## config.mk

```make
export PLATFORM = sky130hd
export DESIGN_NAME = link_txn_fsm_flat
export DESIGN_NICKNAME = d
export VERILOG_FILES = /design/src/rtl/link_txn_fsm_if.sv /design/src/rtl/link_txn_fsm.sv /design/src/flat_wrapper.sv
export SDC_FILE = /design/constraint.sdc
export NUM_CORES = 1
export LEC_CHECK = 0
export ABC_AREA = 1
export CORE_UTILIZATION = 40
export CTS_CLUSTER_SIZE = 16
export DETAILED_ROUTE_END_ITERATION = 10
export PLACE_DENSITY = 0.76
export SKIP_LAST_GASP = 1
export SYNTH_ARGS = -nofsm -noshare
export SYNTH_HDL_FRONTEND = slang
export SYNTH_SLANG_ARGS = --single-unit
```

## constraint.sdc

```tcl
create_clock -name clk -period 2.7 [get_ports clk]
set_input_delay 0.54 -clock clk [delete_from_list [all_inputs] [get_ports clk]]
set_output_delay 0.54 -clock clk [all_outputs]
set_load 0.02 [all_outputs]
```

## src/rtl/link_txn_fsm_if.sv

```systemverilog
// Link transaction bus: PHY/packet-layer events into the sequencer and phase enables and status out of it.
// master drives the events and thresholds; slave is the sequencer side.
interface link_txn_fsm_if #(
  parameter int TIMER_W = 16,
  parameter int DELAY_W = 6,
  parameter int NUM_EP  = 4
);
  localparam int EP_AW = (NUM_EP > 1) ? $clog2(NUM_EP) : 1;

  logic               ms;
  logic               rx_pid_en;
  logic [3:0]         rx_pid;
  logic               crc5_err;
  logic               rx_sop_en;
  logic               rx_lt_eop_en;
  logic               tx_con_pid_en;
  logic [3:0]         tx_con_pid;
  logic               tx_lp_eop_en;
  logic [EP_AW-1:0]   ep_idx;
  logic [TIMER_W-1:0] time_threshold;
  logic [DELAY_W-1:0] delay_threshold;

  logic               rx_data_on;
  logic               rx_handshake_on;
  logic               tx_data_on;
  logic               d_oe;
  logic               time_out;
  logic               retry_req;
  logic               txn_err;
  logic               data_pid_odd;
  logic [2:0]         state;

  modport master (
    output ms, rx_pid_en, rx_pid, crc5_err, rx_sop_en, rx_lt_eop_en,
           tx_con_pid_en, tx_con_pid, tx_lp_eop_en, ep_idx,
           time_threshold, delay_threshold,
    input  rx_data_on, rx_handshake_on, tx_data_on, d_oe,
           time_out, retry_req, txn_err, data_pid_odd, state
  );

  modport slave (
    input  ms, rx_pid_en, rx_pid, crc5_err, rx_sop_en, rx_lt_eop_en,
           tx_con_pid_en, tx_con_pid, tx_lp_eop_en, ep_idx,
           time_threshold, delay_threshold,
    output rx_data_on, rx_handshake_on, tx_data_on, d_oe,
           time_out, retry_req, txn_err, data_pid_odd, state
  );
endinterface

```

## src/rtl/link_txn_fsm.sv

```systemverilog
// Link transaction sequencer (token/data/turnaround/handshake) for master and slave roles; LINK_TOGGLE_EN adds DATA0/DATA1 tracking.
// State and pulses change one cycle after the triggering event; no backpressure, events are single-cycle pulses.
module link_txn_fsm #(
  parameter int TIMER_W   = 16,
  parameter int DELAY_W   = 6,
  parameter int MAX_RETRY = 3,
  parameter int NUM_EP    = 4
) (
  input logic            clk,
  input logic            rst_n,
  link_txn_fsm_if.slave  bus
);
  localparam int EP_AW = (NUM_EP > 1) ? $clog2(NUM_EP) : 1;
  localparam int RC_W  = (MAX_RETRY > 0) ? $clog2(MAX_RETRY + 1) : 1;
  localparam logic [RC_W-1:0] MAX_RC = RC_W'(MAX_RETRY);

  localparam logic [3:0] PID_OUT = 4'b0001;
  localparam logic [3:0] PID_IN  = 4'b1001;
  localparam logic [3:0] PID_ACK = 4'b0010;
  localparam logic [3:0] PID_NAK = 4'b1010;

  typedef enum logic [2:0] {
    IDLE    = 3'd0,
    TOKEN   = 3'd1,
    DATA_TX = 3'd2,
    DATA_RX = 3'd3,
    TURN    = 3'd4,
    HS_RX   = 3'd5,
    HS_TX   = 3'd6
  } state_t;

  state_t             state_q, state_d;
  logic               txn_tx_q, txn_tx_d;     // this side sends the data packet
  logic               sop_seen_q, sop_seen_d;
  logic [TIMER_W-1:0] timer_q, timer_d;
  logic [DELAY_W-1:0] delay_q, delay_d;
  logic [RC_W-1:0]    retry_q, retry_d;
  logic               time_out_q, time_out_d;
  logic               retry_req_q, retry_req_d;
  logic               txn_err_q, txn_err_d;
  logic               drive_q;

  logic               is_ack, is_nak, tmo_hit;
  logic               tok_start, data_rx_done, ack_done;

  assign is_ack  = bus.rx_pid_en && (bus.rx_pid == PID_ACK);
  assign is_nak  = bus.rx_pid_en && (bus.rx_pid == PID_NAK);
  assign tmo_hit = ((state_q == DATA_RX) || (state_q == HS_RX)) &&
                   (bus.time_threshold != '0) && (timer_q == bus.time_threshold);

  always_comb begin
    state_d      = state_q;
    txn_tx_d     = txn_tx_q;
    retry_d      = retry_q;
    time_out_d   = 1'b0;
    retry_req_d  = 1'b0;
    txn_err_d    = 1'b0;
    tok_start    = 1'b0;
    data_rx_done = 1'b0;
    ack_done     = 1'b0;

    case (state_q)
      IDLE: begin
        if (bus.ms) begin
          if (bus.tx_con_pid_en && ((bus.tx_con_pid == PID_OUT) || (bus.tx_con_pid == PID_IN))) begin
            state_d   = TOKEN;
            txn_tx_d  = (bus.tx_con_pid == PID_OUT);
            tok_start = 1'b1;
          end
        end else if (bus.rx_pid_en && !bus.crc5_err &&
                     ((bus.rx_pid == PID_OUT) || (bus.rx_pid == PID_IN))) begin
          state_d   = (bus.rx_pid == PID_OUT) ? DATA_RX : DATA_TX;
          txn_tx_d  = (bus.rx_pid == PID_IN);
          tok_start = 1'b1;
        end
      end
      TOKEN:   if (bus.tx_lp_eop_en) state_d = txn_tx_q ? DATA_TX : TURN;
      DATA_TX: if (bus.tx_lp_eop_en) state_d = TURN;
      TURN:    if (delay_q == bus.delay_threshold) state_d = txn_tx_q ? HS_RX : DATA_RX;
      DATA_RX: begin
        if (bus.rx_lt_eop_en) begin
          state_d      = HS_TX;
          data_rx_done = 1'b1;
        end else if (tmo_hit) begin
          state_d    = IDLE;
          time_out_d = 1'b1;
        end
      end
      HS_RX: begin
        // ACK beats a timeout landing in the same cycle
        if (is_ack) begin
          state_d  = IDLE;
          retry_d  = '0;
          ack_done = 1'b1;
        end else if (tmo_hit || is_nak) begin
          state_d    = IDLE;
          time_out_d = tmo_hit;
          if (bus.ms) begin
            if (retry_q < MAX_RC) begin
              retry_d     = retry_q + 1'b1;
              retry_req_d = 1'b1;
            end else begin
              retry_d   = '0;
              txn_err_d = 1'b1;
            end
          end
        end
      end
      HS_TX:   if (bus.tx_lp_eop_en) state_d = IDLE;
      default: state_d = IDLE;
    endcase
  end

  // Timeout timer: runs while waiting for a handshake or for a data packet to start
  always_comb begin
    timer_d    = timer_q;
    sop_seen_d = sop_seen_q;
    delay_d    = delay_q;

    if ((state_d != state_q) && ((state_d == DATA_RX) || (state_d == HS_RX))) begin
      timer_d    = '0;
      sop_seen_d = 1'b0;
    end else if (bus.rx_sop_en) begin
      timer_d = '0;
      if (state_q == DATA_RX) sop_seen_d = 1'b1;
    end else if (((state_q == HS_RX) || ((state_q == DATA_RX) && !sop_seen_q)) && (timer_q != '1)) begin
      timer_d = timer_q + 1'b1;
    end

    if ((state_d == TURN) && (state_q != TURN)) delay_d = '0;
    else if (state_q == TURN)                   delay_d = delay_q + 1'b1;
  end

  always_ff @(posedge clk or negedge rst_n) begin
    if (!rst_n) begin
      state_q     <= IDLE;
      txn_tx_q    <= 1'b0;
      sop_seen_q  <= 1'b0;
      timer_q     <= '0;
      delay_q     <= '0;
      retry_q     <= '0;
      time_out_q  <= 1'b0;
      retry_req_q <= 1'b0;
      txn_err_q   <= 1'b0;
      drive_q     <= 1'b0;
    end else begin
      state_q     <= state_d;
      txn_tx_q    <= txn_tx_d;
      sop_seen_q  <= sop_seen_d;
      timer_q     <= timer_d;
      delay_q     <= delay_d;
      retry_q     <= retry_d;
      time_out_q  <= time_out_d;
      retry_req_q <= retry_req_d;
      txn_err_q   <= txn_err_d;
      drive_q     <= (state_d == DATA_TX) || (state_d == HS_TX);
    end
  end

  // Idle/token drive follows ms straight off the state register so reset yields d_oe == ms
  assign bus.d_oe            = drive_q | (bus.ms & ((state_q == IDLE) || (state_q == TOKEN)));
  assign bus.rx_data_on      = (state_q == DATA_RX);
  assign bus.rx_handshake_on = (state_q == HS_RX);
  assign bus.tx_data_on      = (state_q == DATA_TX);
  assign bus.time_out        = time_out_q;
  assign bus.retry_req       = retry_req_q;
  assign bus.txn_err         = txn_err_q;
  assign bus.state           = state_q;

`ifdef LINK_TOGGLE_EN
  logic [NUM_EP-1:0] toggle_q;
  logic [EP_AW-1:0]  ep_q;

  always_ff @(posedge clk or negedge rst_n) begin
    if (!rst_n) begin
      toggle_q <= '0;
      ep_q     <= '0;
    end else begin
      if (tok_start) ep_q <= bus.ep_idx;
      if (ack_done || data_rx_done) toggle_q[ep_q] <= ~toggle_q[ep_q];
    end
  end

  assign bus.data_pid_odd = toggle_q[ep_q];
`else
  logic unused_toggle;
  assign unused_toggle    = ^{bus.ep_idx, tok_start, data_rx_done, ack_done};
  assign bus.data_pid_odd = 1'b0;
`endif

endmodule

```

## src/flat_wrapper.sv

```systemverilog
// flat-port wrapper written by rule: the top's interface ports become plain ports
module link_txn_fsm_flat 
#(
  parameter int TIMER_W   = 16,
  parameter int DELAY_W   = 6,
  parameter int MAX_RETRY = 3,
  parameter int NUM_EP    = 4
)
  (clk, rst_n, bus_ms, bus_rx_pid_en, bus_rx_pid, bus_crc5_err, bus_rx_sop_en, bus_rx_lt_eop_en, bus_tx_con_pid_en, bus_tx_con_pid, bus_tx_lp_eop_en, bus_ep_idx, bus_time_threshold, bus_delay_threshold, bus_rx_data_on, bus_rx_handshake_on, bus_tx_data_on, bus_d_oe, bus_time_out, bus_retry_req, bus_txn_err, bus_data_pid_odd, bus_state);
  link_txn_fsm_if #(.TIMER_W(TIMER_W), .DELAY_W(DELAY_W), .NUM_EP(NUM_EP)) bus_i ();
  input logic clk;
  input logic rst_n;
  input wire logic [$bits(bus_i.ms)-1:0] bus_ms;
  input wire logic [$bits(bus_i.rx_pid_en)-1:0] bus_rx_pid_en;
  input wire logic [$bits(bus_i.rx_pid)-1:0] bus_rx_pid;
  input wire logic [$bits(bus_i.crc5_err)-1:0] bus_crc5_err;
  input wire logic [$bits(bus_i.rx_sop_en)-1:0] bus_rx_sop_en;
  input wire logic [$bits(bus_i.rx_lt_eop_en)-1:0] bus_rx_lt_eop_en;
  input wire logic [$bits(bus_i.tx_con_pid_en)-1:0] bus_tx_con_pid_en;
  input wire logic [$bits(bus_i.tx_con_pid)-1:0] bus_tx_con_pid;
  input wire logic [$bits(bus_i.tx_lp_eop_en)-1:0] bus_tx_lp_eop_en;
  input wire logic [$bits(bus_i.ep_idx)-1:0] bus_ep_idx;
  input wire logic [$bits(bus_i.time_threshold)-1:0] bus_time_threshold;
  input wire logic [$bits(bus_i.delay_threshold)-1:0] bus_delay_threshold;
  output wire logic [$bits(bus_i.rx_data_on)-1:0] bus_rx_data_on;
  output wire logic [$bits(bus_i.rx_handshake_on)-1:0] bus_rx_handshake_on;
  output wire logic [$bits(bus_i.tx_data_on)-1:0] bus_tx_data_on;
  output wire logic [$bits(bus_i.d_oe)-1:0] bus_d_oe;
  output wire logic [$bits(bus_i.time_out)-1:0] bus_time_out;
  output wire logic [$bits(bus_i.retry_req)-1:0] bus_retry_req;
  output wire logic [$bits(bus_i.txn_err)-1:0] bus_txn_err;
  output wire logic [$bits(bus_i.data_pid_odd)-1:0] bus_data_pid_odd;
  output wire logic [$bits(bus_i.state)-1:0] bus_state;
  assign bus_i.ms = bus_ms;
  assign bus_i.rx_pid_en = bus_rx_pid_en;
  assign bus_i.rx_pid = bus_rx_pid;
  assign bus_i.crc5_err = bus_crc5_err;
  assign bus_i.rx_sop_en = bus_rx_sop_en;
  assign bus_i.rx_lt_eop_en = bus_rx_lt_eop_en;
  assign bus_i.tx_con_pid_en = bus_tx_con_pid_en;
  assign bus_i.tx_con_pid = bus_tx_con_pid;
  assign bus_i.tx_lp_eop_en = bus_tx_lp_eop_en;
  assign bus_i.ep_idx = bus_ep_idx;
  assign bus_i.time_threshold = bus_time_threshold;
  assign bus_i.delay_threshold = bus_delay_threshold;
  assign bus_rx_data_on = bus_i.rx_data_on;
  assign bus_rx_handshake_on = bus_i.rx_handshake_on;
  assign bus_tx_data_on = bus_i.tx_data_on;
  assign bus_d_oe = bus_i.d_oe;
  assign bus_time_out = bus_i.time_out;
  assign bus_retry_req = bus_i.retry_req;
  assign bus_txn_err = bus_i.txn_err;
  assign bus_data_pid_odd = bus_i.data_pid_odd;
  assign bus_state = bus_i.state;
  link_txn_fsm #(.TIMER_W(TIMER_W), .DELAY_W(DELAY_W), .MAX_RETRY(MAX_RETRY), .NUM_EP(NUM_EP)) u_core (.clk(clk), .rst_n(rst_n), .bus(bus_i));
endmodule
```

==> results of run 1 <==
## worst paths after layout
path / start / to / depth (start not counted)
max: bus_ms / bus_d_oe / 3
min: u_core.retry_q[1]$_DFFE_PN0P_ / u_core.retry_q[1]$_DFFE_PN0P_ / 2
max reg2reg: u_core.timer_q[0]$_DFFE_PN0P_ / u_core.timer_q[8]$_DFFE_PN0P_ / 11
min reg2reg: u_core.retry_q[1]$_DFFE_PN0P_ / u_core.retry_q[1]$_DFFE_PN0P_ / 2
max in group asynchronous: rst_n / u_core.timer_q[7]$_DFFE_PN0P_ / 2
min in group asynchronous: rst_n / u_core.retry_q[1]$_DFFE_PN0P_ / 2
## routing by layer
layer | wire length, µm | vias up
met5 | 0 | -
met3 | 234 | 8
met4 | 74 | 0
met2 | 2310 | 53
met1 | 2350 | 1015
li1 | - | 1218
## power by group
group,leakage [µW],internal (µW),switching (µW),total (µW)
logic,0.00101,279,388,667
registers,0.000453,566,91.3,657
clock network,0.0000450,178,174,353
total,0.00151,1020,653,1680
## final cells by class
cell class,count,area (µm²)
repair buffers,49,488
clock buffers,6,72.6
well taps,72,90.1
clock inverters,2,10.0
multi-input cells,266,1250
inverters,65,244
flip-flops and latches,33,826
fillers,577,2590
## Yosys cell counts
master	n	share of area
ha_1	3	0.016
nor4_1	3	0.0080
nand4_1	2	0.0053
nor3_1	7	0.015
conb_1	1	0.0016
buf_4	1	0.0032
dfrtp_1	33	0.35
a2bb2oi_1	1	0.0037
a21oi_1	1	0.0021
nor3b_1	1	0.0032
nor2_1	67	0.11
nor3_2	1	0.0043
nor2_2	2	0.0053
nand2_2	2	0.0053
xor2_1	16	0.060
a32oi_1	1	0.0037
nand2_1	110	0.18
o21ai_0	10	0.021
inv_1	64	0.10
a22o_1	1	0.0037
a31oi_1	1	0.0027
nand2_4	1	0.0048
a21o_1	1	0.0032
xnor2_1	5	0.019
nand3b_1	1	0.0032
nand3_1	28	0.060
buf_6	1	0.0048
clkinv_1	1	0.0016
## sequential cells by signal, summed over array words and instances (netlist names)
register / count
u_core.timer_q: 16
u_core.delay_q: 6
u_core.bus.state: 3
u_core.retry_q: 2
u_core.bus.retry_req: 1
u_core.bus.time_out: 1
u_core.bus.txn_err: 1
u_core.drive_q: 1
u_core.sop_seen_q: 1
u_core.txn_tx_q: 1
## cells by family after synthesis
logic type,after synthesis
XOR/XNOR,21
other,1
flip-flops,33
buffers and inverters,67
AO/OA/AOI/OAI,16
AND/OR/NAND/NOR,225
adder cells (fa/ha/maj),3
## through the flow
| stage | worst slack (ns) | hold slack, ns | area, µm² | util |
|---|---|---|---|---|
| after CTS | 0.299 | 0.504 | 2980 | 0.535 |
| final | 0.298 | 0.495 | 2980 | 0.535 |
| after floorplan | 0.715 | 0.244 | 2340 | - |
| after detailed placement | 0.0594 | 0.490 | 2900 | 0.520 |
| after global routing | 0.122 | 0.554 | 2980 | 0.535 |
| after global placement | 0.138 | 0.478 | 2900 | 0.520 |
## critical path: cells and delay by family
kind | cells | cell delay [ns]
AOI/OAI and AO/OA | 1 | 0.15
buffers and inverters | 2 | 1.18
==> results.yml, run 1 <==
clock_tree:
  tritoncts: "done"
  cts.reportedPaths.clkPinSlew_ns: 0.07
  cts.sinks: 33
  htreeDepth: 2
  ctsResizeCount: 0
  clockBufferDepth: 2
  worstSkewPairLatency_ns: 0.28
  cts_setup_buffers: 0
  cts_buffers: 5
  cts_hold_buf: 0
  cts_root_buf: "clkbuf_8"
timing:
  max_freq_mhz: 416
  hold_viol: 0
  min_period_ns: 2.40
  slew_violations: 0
  fin_crit_sh: 0.889
  finalClockSkew_ns: 0.00582
  tns_ns: 0
  setup_viol: 0
  rsz0062_at_grt: "no"
layout:
  final_common_cell: "nand2_1"
  antenna_cells: 0
  areaGrowthSynthToFinish_pct: 27.4
  drive_gt1_frac: 0.0333
  layout.cells.non_filler: 493
  final_cell_mix: "nand2_1 (110), nor2_1 (67), inv_1 (64)"
  nets: 464
pwr:
  p_leak_uw: 0.00151
  finalPower_uw: 1680
  powerDensity_nw_per_um2: 562
  max-vdd-ir-drop_mv: 0.363
status:
  status: "complete, no violations"
worst_setup_path:
  required_ns: 2.16
  critPathLaunchType: "primary input"
  r2r_slack_ns: 0.54
  max_stage_delay_ns: 0.60
  crit_type: "in2out"
  cp_data_arrival_time_ns: 1.86
  critPathCaptureType: "primary output"
  cp_common_cell: "clkdlybuf4s50_1"
  crit_path_max_fanout: 6
  critPathSlowestCell: "clkdlybuf4s50_1"
  crit_chain: "clkdlybuf4s50_1 > a21o_1 > clkdlybuf4s50_1"
drt:
  vias_per_cell: 4.65
  wl_per_cell_um: 10.1
  drtPass1Iterations: 4
  vias: 2294
  ant_nets: 0
  finalWirelength_mm: 4.97
  drc: 0
  drt_iter0_markers: 96
synthesis:
  synth_area_per_cell_um2: 6.40
  synthSimpleGateAreaFrac: 0.398
  yosys.area_share.xor_xnor: 0.0786
  yosys_warnings: 0
  synth.area.mux_share: 0
  syn_inst: 366
  synth_compound_area_frac: 0.0406
  syn-num-nets: 410
  ys_ff_latch: 33
  synth_area_um2: 2340
  ys_types: 28
  synth-seq-area-share: 0.353
  synth_top_family_by_area: "simple AND/OR/NAND/NOR gates"
  synth_fa_ha_area_frac: 0.0160
die:
  io_pins: 52
  die-height_um: 78.5
  coreArea_um2: 5570
  die_w_um: 78.5
  die_area_um2: 6160
  num_rows: 27
  start_util: 0.420
place:
  dp_hpwl_mm: 3.96
  place.gp.congestion: 0.885
  port_buffers: 48
  dp_cells: 485
global_routing:
  antenna_found_initial: 0
  gr-usage-met2: 0.301
  grt_pass1_vias: 2121
  grtUsageMet1: 0.212
  grt_overflow_total: 0
  grt_max_degree: 34
  top_usage_layer: "met2"
  grtUsageTotal: 0.173
  grt_pass1_wl_mm: 8.45
  gr-usage-met3: 0.0314
flow_run:
  cap_violations: 0
min_path:
  hold_class: "reg2reg"
(Power assumes the default switching activity.)
==> inputs of run 2 (changes only) <==
--- a/config.mk
+++ b/config.mk
@@ -6,10 +6,10 @@
 export NUM_CORES = 1
 export LEC_CHECK = 0
 export ABC_AREA = 1
-export CORE_UTILIZATION = 40
+export CORE_UTILIZATION = 35
 export CTS_CLUSTER_SIZE = 16
 export DETAILED_ROUTE_END_ITERATION = 10
-export PLACE_DENSITY = 0.76
+export PLACE_DENSITY = 0.69
 export SKIP_LAST_GASP = 1
 export SYNTH_ARGS = -nofsm -noshare
 export SYNTH_HDL_FRONTEND = slang
==> results.yml, run 2 (synthesis results as in run 1) <==
clock_tree:
  worstSkewPairLatency_ns: 0.29
  cts_hold_buf: 0
  htreeDepth: 2
  cts.reportedPaths.clkPinSlew_ns: 0.07
  cts_setup_buffers: 0
  cts_buffers: 5
  ctsResizeCount: 0
  tritoncts: "done"
  cts_root_buf: "clkbuf_8"
  cts.sinks: 33
  clockBufferDepth: 2
die:
  num_rows: 29
  coreArea_um2: 6390
  die-height_um: 83.8
  die_area_um2: 7020
  io_pins: 52
  start_util: 0.367
  die_w_um: 83.8
layout:
  multiInputGateArea_um2: 1250
  final_area_um2: 2990
  drive_gt1_frac: 0.0356
  final_common_cell: "nand2_1"
  register_area_um2: 826
  antenna_cells: 0
  areaGrowthSynthToFinish_pct: 27.8
  final_cell_mix: "nand2_1 (110), nor2_1 (67), inv_1 (64)"
  fin_util: 0.469
  nets: 464
  fillers: 656
  largest_register_ffs: 16
  regMostFlops: "u_core.timer_q"
timing:
  finalClockSkew_ns: 0.00702
  min_period_ns: 2.42
  slew_violations: 0
  fin_hold_ws_ns: 0.497
  setup_viol: 0
  max_freq_mhz: 413
  hold_viol: 0
  tns_ns: 0
  fin_crit_sh: 0.896
  rsz0062_at_grt: "no"
drt:
  wl_per_cell_um: 10.6
  drt_iter0_markers: 101
  ant_nets: 0
  vias_per_cell: 4.58
  drc: 0
  drtPass1Iterations: 4
  finalWirelength_mm: 5.29
  vias: 2281
worst_setup_path:
  crit_chain: "clkdlybuf4s50_1 > a21o_1 > clkdlybuf4s50_1"
  critPathLaunchType: "primary input"
  critPathCaptureType: "primary output"
  crit_path_max_fanout: 6
  required_ns: 2.16
  r2r_slack_ns: 0.44
  cp_num_buf_inv: 2
  cp_common_cell: "clkdlybuf4s50_1"
  cp_data_arrival_time_ns: 1.88
  crit_type: "in2out"
  cp_top_family: "buffers and inverters"
  max_stage_delay_ns: 0.60
  critPathSlowestCell: "clkdlybuf4s50_1"
global_routing:
  grt_overflow_total: 0
  grt_pass1_vias: 2237
  antenna_found_initial: 0
  grt_max_degree: 34
  grtUsageTotal: 0.165
  grt_pass1_wl_mm: 9.43
status:
  status: "complete, no violations"
place:
  place.gp.congestion: 0.885
  dp_hpwl_mm: 4.10
  port_buffers: 48
  dpl_cell_area_um2: 2910
pwr:
  max-vdd-ir-drop_mv: 0.396
  p_sw_frac: 0.401
  p_leak_uw: 0.00151
  power_frac_comb: 0.399
  power_frac_seq: 0.385
  p_switching_uw: 685
  p_int_uw: 1020
  powerDensity_nw_per_um2: 571
  clockPowerShare: 0.216
flow_run:
  cap_violations: 0
min_path:
  hold_class: "reg2reg"
==> run 2: per-layer routing <==
metal,global-route usage,vias to the layer above,part of all wire
li1,-,1212,-
met1,0.210,997,0.47
met2,0.282,64,0.46
met3,0.0326,8,0.057
met4,0.0493,0,0.015
met5,0,-,0
==> run 2: path summary, 6_finish.rpt <==
path | start | to | cells past startpoint
min in group asynchronous | rst_n | u_core.timer_q[13]$_DFFE_PN0P_ | 2
max in group asynchronous | rst_n | u_core.bus.state[0]$_DFF_PN0_ | 2
worst max-delay path | bus_ms | bus_d_oe | 3
worst min-delay path | u_core.retry_q[1]$_DFFE_PN0P_ | u_core.retry_q[1]$_DFFE_PN0P_ | 2
worst min register to register | u_core.retry_q[1]$_DFFE_PN0P_ | u_core.retry_q[1]$_DFFE_PN0P_ | 2
worst max register to register | u_core.timer_q[0]$_DFFE_PN0P_ | u_core.timer_q[5]$_DFFE_PN0P_ | 11
==> run 2: layout make-up <==
cell class                      count  share of cell area
Timing Repair Buffer               49               0.163
Multi-Input combinational cell    266               0.418
Clock buffer                        5              0.0230
Tap cell                           77              0.0322
Clock inverter                      3             0.00585
Sequential cell                    33               0.276
Inverter                           65              0.0815
==> run 2: power by group through the flow <==
stage | sequential [µW] | clock, µW | combinational, µW
2_1_floorplan | 663 | 0 | 436
3_3_place_gp | 663 | 0 | 655
3_5_place_dp | 663 | 0 | 681
4_1_cts | 656 | 385 | 682
5_1_grt | 672 | 403 | 781
6_report | 658 | 369 | 681
==> run 2: worst register-to-register path: stages, from the launching register on <==
cell	delay, ns
dfrtp_1	0.42
ha_1	0.19
nand3_1	0.10
nor3_1	0.26
nand3_1	0.12
inv_1	0.09
nand3_1	0.08
nand2_2	0.20
clkinv_1	0.30
nand2_1	0.16
xor2_1	0.16
nor2_1	0.06
==> run 2: metrics by stage <==
step | instances | total power [µW] | setup slack [ns]
2_1_floorplan | 366 | 1100 | 0.715
3_3_place_gp | 490 | 1320 | 0.0944
3_5_place_dp | 490 | 1340 | 0.0530
4_1_cts | 498 | 1720 | 0.279
5_1_grt | 498 | 1860 | 0.0662
6_report | 498 | 1710 | 0.281
